--- src/rtl/crc_serial_engine.sv ---
// crc_serial_engine: bit-serial CRC engine with GENERATE and CHECK modes.
// GENERATE absorbs a serial frame and then shifts the CRC out LSB-first.
// CHECK absorbs a frame plus its appended CRC and reports whether the
// residue is zero.
// Optional build macro: CRC_PAR_OUT_EN adds a parallel snapshot of the
// final LFSR value (CRC_PAR) with a one-cycle strobe (PAR_VALID).
module crc_serial_engine #(
  parameter int                   CRC_WIDTH = 8,
  parameter logic [CRC_WIDTH-1:0] POLY      = 8'h44,
  parameter logic [CRC_WIDTH-1:0] SEED      = 8'hD8
) (
  input  logic                 CLK,
  input  logic                 RST,
  input  logic                 ACTIVE,
  input  logic                 DATA,
  input  logic                 MODE,
  output logic                 CRC,
  output logic                 Valid,
  output logic                 BUSY,
  output logic                 CRC_OK
`ifdef CRC_PAR_OUT_EN
  ,
  output logic [CRC_WIDTH-1:0] CRC_PAR,
  output logic                 PAR_VALID
`endif
);

  localparam int CNT_W = $clog2(CRC_WIDTH + 1);
  localparam logic [CNT_W-1:0] LAST = CNT_W'(CRC_WIDTH - 1);

  typedef enum logic [1:0] {IDLE, SHIFT, OUT, RESULT} state_t;

  state_t               state, state_nxt;
  logic [CRC_WIDTH-1:0] lfsr, lfsr_nxt;
  logic [CNT_W-1:0]     cnt, cnt_nxt;
  logic                 mode, mode_nxt;
  logic                 crc_nxt, vld_nxt, ok_nxt;

  // One Galois absorb step: feedback enters the top bit and the tapped bits.
  function automatic logic [CRC_WIDTH-1:0] absorb(input logic [CRC_WIDTH-1:0] l,
                                                  input logic d);
    logic                 fb;
    logic [CRC_WIDTH-1:0] r;
    fb = d ^ l[0];
    r  = {1'b0, l[CRC_WIDTH-1:1]} ^ (POLY & {CRC_WIDTH{fb}});
    r[CRC_WIDTH-1] = fb;
    return r;
  endfunction

  assign BUSY = (state == OUT);

  // Next-state, next-LFSR and registered-output values.
  always_comb begin
    state_nxt = state;
    lfsr_nxt  = lfsr;
    cnt_nxt   = cnt;
    mode_nxt  = mode;
    crc_nxt   = 1'b0;
    vld_nxt   = 1'b0;
    ok_nxt    = CRC_OK;
    case (state)
      IDLE: begin
        if (ACTIVE) begin
          mode_nxt  = MODE;
          lfsr_nxt  = absorb(SEED, DATA);
          state_nxt = SHIFT;
        end
      end
      SHIFT: begin
        if (ACTIVE) begin
          lfsr_nxt = absorb(lfsr, DATA);
        end else if (mode) begin
          state_nxt = RESULT;
        end else begin
          cnt_nxt   = '0;
          state_nxt = OUT;
        end
      end
      OUT: begin
        crc_nxt  = lfsr[0];
        vld_nxt  = 1'b1;
        lfsr_nxt = {1'b0, lfsr[CRC_WIDTH-1:1]};
        cnt_nxt  = cnt + 1'b1;
        if (cnt == LAST) begin
          lfsr_nxt  = SEED;
          state_nxt = IDLE;
        end
      end
      RESULT: begin
        vld_nxt   = 1'b1;
        ok_nxt    = (lfsr == '0);
        lfsr_nxt  = SEED;
        state_nxt = IDLE;
      end
      default: state_nxt = IDLE;
    endcase
  end

  // State, LFSR, counter and serial outputs; reset discards any partial frame.
  always_ff @(posedge CLK or negedge RST) begin
    if (!RST) begin
      state  <= IDLE;
      lfsr   <= SEED;
      cnt    <= '0;
      mode   <= 1'b0;
      CRC    <= 1'b0;
      Valid  <= 1'b0;
      CRC_OK <= 1'b0;
    end else begin
      state  <= state_nxt;
      lfsr   <= lfsr_nxt;
      cnt    <= cnt_nxt;
      mode   <= mode_nxt;
      CRC    <= crc_nxt;
      Valid  <= vld_nxt;
      CRC_OK <= ok_nxt;
    end
  end

`ifdef CRC_PAR_OUT_EN
  logic frame_end;
  assign frame_end = (state == SHIFT) && !ACTIVE;

  // Snapshot the final LFSR value when a frame ends.
  always_ff @(posedge CLK or negedge RST) begin
    if (!RST) begin
      CRC_PAR   <= '0;
      PAR_VALID <= 1'b0;
    end else begin
      PAR_VALID <= frame_end;
      if (frame_end) CRC_PAR <= lfsr;
    end
  end
`endif

endmodule

--- config.mk ---
export PLATFORM = sky130hd
export DESIGN_NAME = crc_serial_engine
export DESIGN_NICKNAME = d
export VERILOG_FILES = /design/src/rtl/crc_serial_engine.sv
export SDC_FILE = /design/constraint.sdc
export NUM_CORES = 1
export LEC_CHECK = 0
export BUFFER_PORTS_ARGS = -buffer_cell sky130_fd_sc_hd__buf_2
export CAP_MARGIN = 10
export CORE_MARGIN = 3
export CORE_UTILIZATION = 60
export DETAILED_ROUTE_END_ITERATION = 10
export PLACE_DENSITY = 0.81
export RECOVER_POWER = 25
export SLEW_MARGIN = 15
export SYNTH_ARGS = -nofsm -noshare
export SYNTH_HDL_FRONTEND = slang
export SYNTH_SLANG_ARGS = --single-unit
--- constraint.sdc ---
create_clock -name CLK -period 2.3 [get_ports CLK]
set_clock_uncertainty 0.1 [all_clocks]
set_input_delay 0.46 -clock CLK [delete_from_list [all_inputs] [get_ports CLK]]
set_output_delay 0.46 -clock CLK [all_outputs]
set_load 0.05 [all_outputs]
Word level (Yosys, flattened, before mapping)
Index checks and enable logic that the tools add are counted.
{"block": "classes", "addsub": 1, "mux": 14, "eq_ne": 9, "bitwise": 3, "reduce_logical": 8}
{"cell": "$pmux W8 S4", "n": 1}
{"cell": "$mux W8", "n": 3}
{"cell": "$logic_not A8 Y1", "n": 1}
{"cell": "$mux W4", "n": 2}
{"cell": "$ne A2 B2 Y1 const B", "n": 4}
{"cell": "$pmux W2 S4", "n": 1}
{"cell": "$pmux W4 S2", "n": 1}
{"cell": "$xor A7 B7 Y7", "n": 1}
{"cell": "$mux W2", "n": 3}
{"cell": "$reduce_and A3 Y1", "n": 2}
{"cell": "$add A4 B1 Y4 const B", "n": 1}
{"cell": "$eq A2 B2 Y1 const B", "n": 2}
{"cell": "$eq A4 B3 Y1 const B", "n": 1}
{"cell": "$not A4 Y4", "n": 1}
{"cell": "$reduce_and A2 Y1", "n": 2}
{"cell": "$mux W1", "n": 3}
{"cell": "$eq A2 B1 Y1 const B", "n": 1}
{"cell": "$logic_not A2 Y1", "n": 1}
{"cell": "$ne A2 B1 Y1 const B", "n": 1}
{"cell": "$reduce_bool A2 Y1", "n": 1}
{"cell": "$reduce_or A2 Y1", "n": 1}
{"cell": "$xor A1 B1 Y1", "n": 1}
{"block": "totals", "word_cells": 42, "in_bits": 5, "register_bits": 18, "output_inout_bits": 4}

Depth between registers and ports, before layout
{"block": "depth", "word_depth": 4, "ltp_mapped": 5, "ltp_nobuf": 5}

Worst setup path before layout
No wires, ideal clock.
{"block": "synth_path", "path_type": "reg-to-reg", "startpoint": "register state[0]", "endpoint": "register lfsr[6]", "setup_time_ns": 0.084, "setup_slack_ns": 0.387, "synth_period_minus_slack_ns": 1.913, "path_stages_with_launch": 5, "n_path_buf": 0, "t_arrival_ns": 1.729, "t_required_ns": 2.116, "cell_sequence": "dfrtp_1 -> nor2b_1 -> nand2_1 -> o22ai_1 -> a21oi_1"}
{"block": "synth_via", "word_cells_on_any_way": 8, "cone_classes": "eq/ne: 5; mux: 1; reduce/logical: 2"}
{"item": "start, declared", "line_no": "33", "text": "state_t state, state_nxt;"}
{"item": "start signal, assigned", "line_no": "110", "text": "state <= state_nxt;"}
{"item": "$eq A2 B2 Y1"}
{"item": "via BUSY", "line_no": "19", "text": "output logic BUSY,"}
{"item": "$pmux W8 S4", "line_no": "61", "text": "case (state)"}
{"item": "end signal, assigned", "line_no": "111", "text": "lfsr <= lfsr_nxt;"}
{"item": "end, declared", "line_no": "34", "text": "logic [CRC_WIDTH-1:0] lfsr, lfsr_nxt;"}
The timed path passes the listed nets, and every way through them passes these cells.
A chain may end at the register's enable or synchronous reset.

Worst setup path after layout
{"block": "layout_path", "startpoint": "register state[0]", "endpoint": "output BUSY"}
{"block": "layout_via", "elab_chain_len": 1}
{"item": "$eq A2 B2 Y1", "line_no": "50", "text": "assign BUSY = (state == OUT);"}
{"item": "end, declared", "line_no": "19"}
Every way passes these cells.

==> parameters.txt <==
Parameter                              Value

Status
  Outcome ... complete, no violations

Logic synthesis
  Post-synthesis area per instance ... 8.97 sq um
  Area of the mapped netlist ... 942 sq um
  Number of synthesized register bits ... 18
  Cells after synthesis ... 105
  Synthesis warning total ... 0
  Distinct cell type count after synthesis ... 33
  Number of nets in the synthesized netlist ... 111
  Sequential cell area fraction in the yosys report ... 0.483

Timing
  Final Hold Fails ... 0
  Maximum clock rate ... 520 MHz
  Final max-slew violation count ... 0
  Worst-margin pin slew ... 0.928 ns
  Final hold slack ... 0.296 ns
  RSZ-0062 raised after global routing ... false
  Headroom to the max-slew limit ... 0.381
  Post-layout minimum cycle time ... 1.92 ns
  Final sum of negative setup slack ... 0 ns
  Count of endpoints failing setup in the final report ... 0
  Part of the cycle the worst path needs ... 0.836

Placed design
  Total half-perimeter wirelength after legalization and detailed placement ... 1.30 mm
  Weighted congestion at the end of routability-driven global placement ... 0.918
  Count of port buffers added during placement ... 8

GRT
  Global Route Usage Sum ... 0.225
  Global-route wire length before repair ... 3.28 mm
  Antenna violations before repair ... 0
  Leftover overflow at the end of global routing ... 0
  Pin count of the biggest net entering global routing ... 22
  Number of global-route vias before repair ... 727

Detailed routing
  Post-detailed-routing wire length ... 1.96 mm
  Detailed-routing iteration count for the pre-antenna-repair pass ... 4
  Average wire per standard cell ... 15.1 um
  DRC ... 0
  Remaining antenna violation count ... 0
  Detailed-route via count ... 807
  Drt first-iter violations ... 36
  Routed vias/inst ... 6.21

Worst setup path
  Startpoint of the worst setup timing path ... state[0]
  CP Class ... flop to output pin
  Slowest stage cell on the critical path ... sky130_fd_sc_hd__dfrtp_1
  Chain of cells forming the critical path ... nor2b_1, buf_2
  Delay contributed by the slowest stage of the critical path ... 0.39 ns
  Highest fanout seen on the critical path ... 6
  Endpoint arrival time on the critical path ... 1.36 ns
  Setup crit start kind ... flop
  Required time of the critical path ... 1.74 ns
  Worst R2R Start ... state[1]
  Critical Path End Type ... output pin

Finish
  Antenna diode count ... 0
  Most frequent cells in the layout ... sky130_fd_sc_hd__nand2_1, sky130_fd_sc_hd__dfrtp_1, sky130_fd_sc_hd__nor2_1, sky130_fd_sc_hd__a21oi_1, sky130_fd_sc_hd__buf_2
  Fraction of layout instances using a drive strength above 1 ... 0.165
  P&R area growth vs syn ... 9.69%
  Most frequent standard cell in the layout excluding fill and tap cells ... sky130_fd_sc_hd__nand2_1
  Sequential standard cell area ... 455 sq um
  Final nets ... 122
  Multi-input logic area ... 437 sq um
  Fillers ... 101

Floorplanning
  Die Area ... 2080 sq um
  Die span in y ... 45.6 um
  Number of rows in the core area ... 13
  Core area ... 1380 sq um
  Starting Density ... 0.681
  Chip Width ... 45.6 um
  Number of I/O pins ... 9

CTS
  CTS root buffer ... sky130_fd_sc_hd__clkbuf_4
  Number of gates resized after CTS ... 0
  # H-tree levels ... 1
  Source-to-sink clock delay at the later pin of the worst-skew pair ... 0.29 ns
  TritonCTS Sinks ... 18
  Hold Buf Count CTS ... 1
  Register clock-pin slew on the reported worst setup and hold paths ... 0.10 ns
  Total setup buffers inserted after CTS ... 0
  CTS tree ... built
  Bufs on Longest Clock Path ... 2
  Number of clock buffers inserted by TritonCTS ... 3

Pwr
  Leakage power figure ... 0.455 nW
  Power density relative to cell area ... 1340 nW/um^2
  Max VDD drop ... 0.982 mV

Hold path
  Type of the most critical hold path ... input port to flop
  Worst Min Path Start ... MODE

Flow run
  Number of max-capacitance violations reported ... 0
==> synthesized netlist by cell type, drive strengths merged <==
library cell / count / area [sq um]
a211oi: 1 / 7.51
a21oi: 9 / 45.0
a221oi: 1 / 8.76
a22o: 1 / 8.76
a22oi: 1 / 7.51
a311oi: 1 / 8.76
a31oi: 4 / 25.0
a32oi: 1 / 8.76
and2: 1 / 6.26
and3: 1 / 6.26
buf: 4 / 20.0
clkbuf: 1 / 3.75
dfrtp: 14 / 350
dfstp: 4 / 105
ha: 1 / 12.5
inv: 7 / 26.3
mux2: 1 / 11.3
mux2i: 2 / 20.0
nand2: 15 / 56.3
nand2b: 1 / 6.26
nand3: 1 / 5.00
nand3b: 1 / 7.51
nand4b: 1 / 8.76
nor2: 10 / 37.5
nor2b: 1 / 6.26
nor3: 2 / 10.0
nor4: 2 / 12.5
nor4b: 1 / 8.76
o21ai: 6 / 30.0
o22ai: 4 / 25.0
or3: 1 / 11.3
xnor2: 4 / 35.0
==> cell families after synthesis <==
family | after synthesis | share of synthesized area
simple gates | 38 | 0.194
flops | 18 | 0.483
xor+xnor | 4 | 0.0372
buf+inv | 12 | 0.0531
mux | 3 | 0.0332
compound gates | 29 | 0.186
fa+ha+maj | 1 | 0.0133
==> state kept, by name, indices dropped and copies added (netlist names) <==
signal,cells
lfsr,8
cnt,4
state,2
CRC,1
CRC_OK,1
Valid,1
mode,1
==> report_power, final <==
part / leakage (nW) / switching [W] / total, W / internal [W]
Sequential: 0.223 / 0.000134 / 0.000602 / 0.000468
Combinational: 0.211 / 0.000366 / 0.000587 / 0.000221
Clock: 0.0210 / 0.0000952 / 0.000192 / 0.0000966
Total: 0.455 / 0.000595 / 0.00138 / 0.000785
==> critical path, delay by kind of cell (launching register included) <==
kind | cells | cell delay, ns
simple gates | 1 | 0.34
flops | 1 | 0.39
buf+inv | 1 | 0.34
==> metrics by stage <==
stage	setup WS (ns)	area, sq um	instances	util	total power [W]
after CTS	0.397	1040	130	0.751	0.00138
after floorplan	0.387	942	105	-	0.00103
after global routing	0.284	1030	130	0.748	0.00148
final	0.378	1030	130	0.748	0.00138
after detailed placement	0.727	992	125	0.718	0.00117
after global placement	0.776	992	125	0.718	0.00116
==> area by class of cell <==
type	instances	share of cell area
inverters	7	0.0254
flip-flops and latches	18	0.441
well taps	15	0.0182
multi-input cells	75	0.423
repair buffers	11	0.0581
clock buffers	4	0.0351
==> final timing paths <==
kind                       slack, ns  endpoint  cells past startpoint
setup / recovery                0.38      BUSY                      2
hold / removal                  0.30      mode                      2
setup reg to reg                0.52      mode                      4
hold reg to reg                 0.38    CRC_OK                      2
max in group asynchronous       0.83    cnt[0]                      2
min in group asynchronous       0.71    cnt[2]                      2
==> metal layers <==
layer  track usage  part of all wire
met3        0.0356             0.062
met2         0.323              0.43
met5             0                 0
met4         0.105             0.020
met1         0.326              0.48
(Power assumes the default switching activity.)
